==> config.mk <==
export PLATFORM = sky130hd
export DESIGN_NAME = circle_octant_serializer
export DESIGN_NICKNAME = d
export VERILOG_FILES = /design/src/rtl/gfx_pkg.sv /design/src/rtl/circle_octant_serializer_octant_pick.sv /design/src/rtl/circle_octant_serializer.sv
export SDC_FILE = /design/constraint.sdc
export NUM_CORES = 1
export LEC_CHECK = 0
export ABC_AREA = 1
export BUFFER_PORTS_ARGS = -buffer_cell sky130_fd_sc_hd__buf_2
export CAP_MARGIN = 5
export CORE_MARGIN = 8
export CORE_UTILIZATION = 40
export DETAILED_ROUTE_END_ITERATION = 12
export HOLD_SLACK_MARGIN = 0.1
export PLACE_DENSITY = 0.63
export SLEW_MARGIN = 20
export SYNTH_ARGS = -nofsm -noshare
export SYNTH_HDL_FRONTEND = slang
export SYNTH_SLANG_ARGS = --single-unit
==> constraint.sdc <==
create_clock -name clk -period 5.8 [get_ports clk]
set_clock_uncertainty 0.05 [all_clocks]
set_input_delay 0.29 -clock clk [delete_from_list [all_inputs] [get_ports clk]]
set_output_delay 0.29 -clock clk [all_outputs]
set_load 0.05 [all_outputs]
==> src/rtl/gfx_pkg.sv <==
// Shared graphics types and constants for the circle octant serializer path.
package gfx_pkg;
  localparam int H_RES   = 640;
  localparam int V_RES   = 480;
  localparam int COORD_W = 10;
  localparam int ADDR_W  = 19;
  localparam int COLOR_W = 12;

  typedef struct packed {
    logic [COORD_W-1:0] x;
    logic [COORD_W-1:0] y;
  } point_t;

  typedef struct packed {
    logic [ADDR_W-1:0]  addr;
    logic [COLOR_W-1:0] color;
  } pix_wr_t;

  typedef enum logic {IDLE, EMIT} state_t;

  // Evaluated at ADDR_W so the largest on-screen point cannot wrap.
  function automatic logic [ADDR_W-1:0] lin_addr(input point_t p);
    return ADDR_W'(p.y) * ADDR_W'(H_RES) + ADDR_W'(p.x);
  endfunction
endpackage

==> src/rtl/circle_octant_serializer_octant_pick.sv <==
// octant_pick: lowest-set-bit priority encoder over the 8-entry point mask.
module octant_pick (
  input  logic [7:0] i_mask,
  output logic [2:0] o_idx,
  output logic       o_any
);
  always_comb begin
    o_idx = '0;
    o_any = 1'b0;
    for (int i = 7; i >= 0; i--) begin
      if (i_mask[i]) begin
        o_idx = 3'(i);
        o_any = 1'b1;
      end
    end
  end
endmodule

==> src/rtl/circle_octant_serializer.sv <==
// Serializes one 8-point octant group into one clipped framebuffer write per cycle.
// Build option: CIRCLE_OCTANT_DEDUP_EN drops repeated points within a group at capture.
module circle_octant_serializer
  import gfx_pkg::*;
(
  input  logic               clk,
  input  logic               rst_,
  input  logic [COORD_W-1:0] in_x_0,
  input  logic [COORD_W-1:0] in_x_1,
  input  logic [COORD_W-1:0] in_x_2,
  input  logic [COORD_W-1:0] in_x_3,
  input  logic [COORD_W-1:0] in_x_4,
  input  logic [COORD_W-1:0] in_x_5,
  input  logic [COORD_W-1:0] in_x_6,
  input  logic [COORD_W-1:0] in_x_7,
  input  logic [COORD_W-1:0] in_y_0,
  input  logic [COORD_W-1:0] in_y_1,
  input  logic [COORD_W-1:0] in_y_2,
  input  logic [COORD_W-1:0] in_y_3,
  input  logic [COORD_W-1:0] in_y_4,
  input  logic [COORD_W-1:0] in_y_5,
  input  logic [COORD_W-1:0] in_y_6,
  input  logic [COORD_W-1:0] in_y_7,
  input  logic [COLOR_W-1:0] in_color,
  input  logic               in_rts,
  output logic               in_rtr,
  output logic [ADDR_W-1:0]  out_addr,
  output logic [COLOR_W-1:0] out_color,
  output logic               out_rts,
  input  logic               out_rtr
);
  // state | meaning
  // IDLE  | accepting a group; output register only drains
  // EMIT  | draining mask lowest index first; upstream stalled

  state_t             r_state;
  point_t             r_pts [8];
  logic [COLOR_W-1:0] r_color;
  logic [7:0]         r_mask;
  pix_wr_t            r_out;
  logic               r_out_rts;
  logic               r_in_rtr;

  point_t     w_in_pts [8];
  logic [7:0] w_cap_mask;
  logic [7:0] w_mask_rest;
  logic [2:0] w_idx;
  logic       w_any;
  logic       w_slot;

  assign w_in_pts[0] = '{x: in_x_0, y: in_y_0};
  assign w_in_pts[1] = '{x: in_x_1, y: in_y_1};
  assign w_in_pts[2] = '{x: in_x_2, y: in_y_2};
  assign w_in_pts[3] = '{x: in_x_3, y: in_y_3};
  assign w_in_pts[4] = '{x: in_x_4, y: in_y_4};
  assign w_in_pts[5] = '{x: in_x_5, y: in_y_5};
  assign w_in_pts[6] = '{x: in_x_6, y: in_y_6};
  assign w_in_pts[7] = '{x: in_x_7, y: in_y_7};

  // Wrapped negatives from the drawer land above the resolution and clip here.
  always_comb begin
    w_cap_mask = '0;
    for (int i = 0; i < 8; i++) begin
      w_cap_mask[i] = (w_in_pts[i].x < COORD_W'(H_RES)) && (w_in_pts[i].y < COORD_W'(V_RES));
    end
`ifdef CIRCLE_OCTANT_DEDUP_EN
    for (int i = 1; i < 8; i++) begin
      for (int j = 0; j < i; j++) begin
        if (w_in_pts[i] == w_in_pts[j]) w_cap_mask[i] = 1'b0;
      end
    end
`endif
  end

  octant_pick u_pick (
    .i_mask (r_mask),
    .o_idx  (w_idx),
    .o_any  (w_any)
  );

  assign w_mask_rest = r_mask & ~(8'b1 << w_idx);
  assign w_slot      = !r_out_rts || out_rtr;

  always_ff @(posedge clk or posedge rst_) begin
    if (rst_) begin
      r_state   <= IDLE;
      r_color   <= '0;
      r_mask    <= '0;
      r_out     <= '0;
      r_out_rts <= 1'b0;
      r_in_rtr  <= 1'b1;
      for (int i = 0; i < 8; i++) r_pts[i] <= '0;
    end else begin
      case (r_state)
        IDLE: begin
          if (w_slot) r_out_rts <= 1'b0;
          if (in_rts) begin
            for (int i = 0; i < 8; i++) r_pts[i] <= w_in_pts[i];
            r_color  <= in_color;
            r_mask   <= w_cap_mask;
            r_state  <= EMIT;
            r_in_rtr <= 1'b0;
          end
        end
        EMIT: begin
          if (!w_any) begin
            if (w_slot) r_out_rts <= 1'b0;
            r_state  <= IDLE;
            r_in_rtr <= 1'b1;
          end else if (w_slot) begin
            r_out.addr  <= lin_addr(r_pts[w_idx]);
            r_out.color <= r_color;
            r_out_rts   <= 1'b1;
            r_mask      <= w_mask_rest;
            // Last point loaded: hand back to upstream while it drains.
            if (w_mask_rest == '0) begin
              r_state  <= IDLE;
              r_in_rtr <= 1'b1;
            end
          end
        end
        default: begin
          r_state  <= IDLE;
          r_in_rtr <= 1'b1;
        end
      endcase
    end
  end

  assign in_rtr    = r_in_rtr;
  assign out_addr  = r_out.addr;
  assign out_color = r_out.color;
  assign out_rts   = r_out_rts;
endmodule

==> results of run 1 <==
==> worst max-delay path, cell delays in order (launching register included) <==
cell and delay, ps:
dfrtp_1 430, nor2_2 250, nand2_1 90, nand2_1 230, nand2_2 300, inv_2 500
nand2_1 110, o2111ai_1 110, nand2_1 150, ha_1 310, ha_1 240, fa_1 570
nand4_1 90, o21ai_0 220, nand2_1 120, nor2_1 160, nand3_1 150, nor3_1 160
nand3_1 90, nand3_1 70, nand2_1 50
==> routing by layer <==
layer | wire length (microns) | part of all wire, % | global-route usage (%)
met4 | 1150 | 3.4 | 8.02
met2 | 15600 | 47 | 34.1
met1 | 14800 | 44 | 28.4
met3 | 1950 | 5.8 | 3.65
met5 | 0 | 0 | 0
==> layout make-up <==
cell class / count / area [sq um]
Antenna cell: 4 / 10.0
Clock buffer: 31 / 637
Clock inverter: 13 / 179
Fill cell: 2092 / 11000
Inverter: 99 / 375
Multi-Input combinational cell: 687 / 4300
Sequential cell: 214 / 5360
Tap cell: 330 / 413
Timing Repair Buffer: 393 / 2900
==> synthesized netlist by cell type (all sizes together) <==
| master | count | area [sq um] |
|---|---|---|
| dfstp | 1 | 26.3 |
| clkbuf | 14 | 52.6 |
| o221ai | 6 | 52.6 |
| buf | 35 | 193 |
| dfrtp | 213 | 5330 |
| a21oi | 61 | 339 |
| o41ai | 1 | 8.76 |
| nand3 | 64 | 325 |
| o21bai | 1 | 7.51 |
| nand2 | 214 | 826 |
| o211ai | 5 | 37.5 |
| o2111ai | 10 | 87.6 |
| and2 | 1 | 8.76 |
| nor4 | 1 | 6.26 |
| xor2 | 6 | 52.6 |
| nor3 | 4 | 20.0 |
| a31oi | 7 | 43.8 |
| xnor2 | 1 | 8.76 |
| nand4 | 17 | 106 |
| fa | 2 | 40.0 |
| nor2 | 62 | 245 |
| o31ai | 2 | 15.0 |
| o21ai | 59 | 295 |
| ha | 19 | 238 |
| or2 | 4 | 27.5 |
| a41oi | 1 | 8.76 |
| o22ai | 15 | 93.8 |
| nand3b | 2 | 15.0 |
| inv | 99 | 372 |
| mux2 | 122 | 1370 |
==> final timing paths <==
path	from	end	slack, ps	cells after the start
max in group asynchronous	rst_	out_addr[14]	4020	4
min in group asynchronous	rst_	out_addr[17]	400	3
worst min-delay path	out_rtr	out_rts	140	4
worst max-delay path	r_mask[3]	out_addr[18]	1230	20
worst max register to register	r_mask[3]	out_addr[18]	1230	20
worst min register to register	out_color[3]	out_color[3]	410	2
==> cells by family after synthesis <==
logic type      share of synthesized area [%]
compound gates                           9.65
xor+xnor                                0.598
fa+ha+maj                                2.71
buf+inv                                  6.01
flops                                    52.2
mux                                      13.4
simple gates                             15.4
==> state kept, by name, indices dropped and copies added, names as in the netlist <==
signal / count
out_color: 12
r_state: 1
r_pts: 160
r_color: 12
out_rts: 1
out_addr: 19
in_rtr: 1
r_mask: 8
==> stage by stage <==
step | hold slack [ps] | utilization [%]
after floorplan | 364 | -
after global placement | 397 | 45.9
after detailed placement | 405 | 45.9
after CTS | 125 | 56.2
after global routing | 147 | 56.3
final | 138 | 56.3
==> flow_metrics.py, run 1 <==
metrics = {
    "status": {
        "status": "complete, no violations",
    },
    "clock_network": {
        "cts_root_buf": "clkbuf_16",
        "cts_max_level": 1,
        "ctsHoldBuffers": 179,
        "cts_num_sinks": 214,
        "cts.reportedPaths.clkPinSlew_ps": 60,
        "cts_resized": 0,
        "post-cts-setup-buffers": 0,
        "cts.path.max_buffers": 3,
        "clk_latency_ps": 530,
        "cts_made_buffers": 24,
        "cts_tree": "done",
    },
    "detailed_routing": {
        "wl_per_cell_microns": 18.9,
        "vias_per_cell": 5.10,
        "num_vias": 9025,
        "first_iter_violations": 686,
        "drt_pass1_iterations": 5,
        "routed_wl_microns": 33500,
        "antenna_left": 0,
        "drc": 0,
    },
    "yosys": {
        "synth.avg_cell_area_sq_um": 9.78,
        "synthCells": 1049,
        "synth_nets": 1246,
        "ys_seq_area_share_pct": 52.2,
        "ys_ff_latch": 214,
        "yosys_warnings": 0,
        "synth_cell_type_count": 43,
        "syn_area_sq_mm": 0.0103,
    },
    "global_route": {
        "grt_overflow_total": 0,
        "grt_pass1_wl_microns": 52300,
        "antenna_found_initial": 4,
        "grt_pass1_vias": 9534,
        "grt_max_degree": 162,
        "track_usage_pct": 21.3,
    },
    "floorplan": {
        "initial_utilization_pct": 40.7,
        "io_pins": 209,
        "dieArea_sq_mm": 0.0310,
        "fp.dieH_microns": 176,
        "core_area_sq_mm": 0.0252,
        "rows": 58,
        "die_w_microns": 176,
    },
    "worst_setup_path": {
        "worst-setup-path-type": "reg -> reg",
        "worst_ep_arrival_time_ps": 4920,
        "cp_max_fo": 24,
        "cp-start-kind": "register",
        "endpoint_kind": "register",
        "cp.required_ps": 6150,
    },
    "sta": {
        "layout_setup_ws_ps": 1230,
        "relSlewSlack_pct": 43.0,
        "period_share_pct": 78.8,
        "slew_viol_final": 0,
        "rsz0062_at_grt": "no",
        "finalHoldViolations": 0,
        "setup_viol": 0,
        "finalSetupTns_ps": 0,
        "worstMarginPinSlew_ps": 855,
        "finalCriticalPeriod_ps": 4570,
        "fmax_ghz": 0.219,
    },
    "placed_design": {
        "portBuffers": 208,
        "finalWeightedCongestion": 0.869,
        "place_hpwl_microns": 22000,
        "dpl.cell_count": 1544,
        "pre_cts_ws_ps": 1290,
        "dpl-instance-area_sq_mm": 0.0116,
    },
    "finish": {
        "final_cells": 1771,
        "drive_above_1_share_pct": 28.5,
        "design_area_sq_mm": 0.0142,
        "layout_common_cells": "213 x dfrtp_1, 208 x buf_2, 206 x nand2_1",
        "mostFrequentLayoutCell": "dfrtp_1",
        "fin_nets": 1616,
        "area_growth_syn_to_layout_pct": 38.1,
    },
    "min_path": {
        "hold_path.class": "in -> reg",
    },
    "job": {
        "cap_violations": 0,
    },
}
Power of run 1 is left out: the tool's default activity adds up to more than one toggle a clock period on the data nets, which glitch-free logic cannot reach.
==> run 2: changes to the inputs <==
clock period = 4 ns   (was 5.8 ns; I/O delays follow)
==> flow_metrics.py, run 2 (synthesis gave the netlist of run 1 again) <==
metrics = {
    "status": {
        "status": "complete, no violations",
    },
    "placed_design": {
        "portBuffers": 208,
        "pre_cts_ws_ps": 19.3,
        "dpl-instance-area_sq_mm": 0.0118,
        "place_hpwl_microns": 22700,
        "finalWeightedCongestion": 0.917,
    },
    "finish": {
        "drive_above_1_share_pct": 32.2,
        "multi_input_area_sq_mm": 0.00448,
        "registers.top_by_ff_count": "r_pts",
        "area_growth_syn_to_layout_pct": 43.2,
        "mostFrequentLayoutCell": "dfrtp_1",
        "fillerInstances": 2136,
        "regArea_sq_mm": 0.00536,
        "largest_reg_flops": 160,
        "layout_common_cells": "213 x dfrtp_1, 208 x buf_2, 204 x nand2_1",
        "design_area_sq_mm": 0.0147,
        "fin_nets": 1651,
    },
    "clock_network": {
        "cts_num_sinks": 214,
        "clk_latency_ps": 540,
        "cts.path.max_buffers": 3,
        "cts_tree": "done",
        "cts_max_level": 1,
        "cts_made_buffers": 25,
        "cts_root_buf": "clkbuf_16",
        "cts.reportedPaths.clkPinSlew_ps": 60,
    },
    "global_route": {
        "grt_overflow_total": 0,
        "track_usage_pct": 21.2,
        "grt_max_degree": 75,
        "antenna_found_initial": 1,
        "grt_pass1_vias": 9766,
        "grt_pass1_wl_microns": 52800,
    },
    "sta": {
        "fmax_ghz": 0.261,
        "layout_setup_ws_ps": 164,
        "fin_hold_ws_ps": 373,
        "finalCriticalPeriod_ps": 3840,
        "relSlewSlack_pct": 35.7,
        "finalHoldViolations": 0,
        "period_share_pct": 95.9,
        "worstMarginPinSlew_ps": 962,
        "setup_viol": 0,
        "slew_viol_final": 0,
    },
    "min_path": {
        "hold_path.class": "in -> reg",
    },
    "worst_setup_path": {
        "endpoint_kind": "register",
        "r2r_slack_ps": 160,
        "cp.required_ps": 4360,
        "cp_max_fo": 6,
        "cp-start-kind": "register",
        "worst_ep_arrival_time_ps": 4200,
        "worst-setup-path-type": "reg -> reg",
    },
    "detailed_routing": {
        "drt_pass1_iterations": 7,
        "drc": 0,
        "antenna_left": 0,
        "num_vias": 9258,
        "first_iter_violations": 580,
        "vias_per_cell": 5.13,
        "wl_per_cell_microns": 18.8,
        "routed_wl_microns": 34000,
    },
    "floorplan": {
        "die_w_microns": 176,
        "core_area_sq_mm": 0.0252,
        "rows": 58,
        "dieArea_sq_mm": 0.0310,
        "io_pins": 209,
        "initial_utilization_pct": 40.7,
        "fp.dieH_microns": 176,
    },
    "job": {
        "cap_violations": 0,
    },
}
## run 2: cell types whose count changed in the layout (fill, tap and decap cells not counted), sizes merged
cell         previous run  this run
bufinv                  4         2
buf                   214       246
diode                   4         2
clkinv                  8         7
clkinvlp                2         1
dlygate4sd3           179       180
inv                    98       100
nand2                 214       215
clkbuf                 31        35
## run 2: final timing paths
kind,from,cells past startpoint,end
min in group asynchronous,rst_,3,r_pts[37]
hold / removal,in_x_7[4],3,r_pts[14]
hold reg to reg,r_color[2],2,out_color[2]
max in group asynchronous,rst_,4,out_color[5]
setup reg to reg,r_mask[4],20,out_addr[18]
setup / recovery,r_mask[4],20,out_addr[18]
## run 2: final cells by class
class	instances	area share (%)
flip-flops and latches	214	36.5
multi-input cells	688	30.5
clock buffers	35	4.72
repair buffers	426	22.0
inverters	99	2.57
well taps	330	2.81
diodes	2	0.0341
clock inverters	11	0.843
## run 2: repair_timing
action	4_1_cts	5_1_grt
hold buffers	180	0
gates cloned	0	1
resized for setup	2	48
hold endpoints to repair	217	0
endpoints found under the setup margin	1	4
pin swaps	0	10
buffers inserted	0	11
## run 2: through the flow
step | instances | util (%) | setup TNS (ps)
after floorplan | 1049 | - | 0
after global placement | 1565 | 46.7 | 0
after detailed placement | 1565 | 46.7 | 0
after CTS | 1791 | 57.1 | 0
after global routing | 1804 | 58.3 | -80.7
final | 1805 | 58.3 | 0
## run 2: per-layer routing
metal | track usage (%) | vias to the layer above | wire [microns]
li1 | - | 4368 | -
met1 | 28.0 | 4429 | 14700
met2 | 33.9 | 365 | 15700
met3 | 4.06 | 96 | 2190
met4 | 8.65 | 0 | 1400
met5 | 0 | - | 0
## run 2: critical path, stage by stage, from the launching register on
cell	delay, ps
dfrtp_1	420
nor2_2	150
nand2_1	120
a21oi_4	290
nand2_4	140
o22ai_1	180
inv_1	70
o2111ai_1	70
nand2_1	140
ha_1	330
ha_2	220
fa_2	550
nand4_1	110
o21ai_2	190
nand2_2	100
nor2_4	100
nand3_2	110
nor3_2	130
nand3_1	90
nand3_1	80
nand2_1	50
Power of run 2 is left out for the same reason.
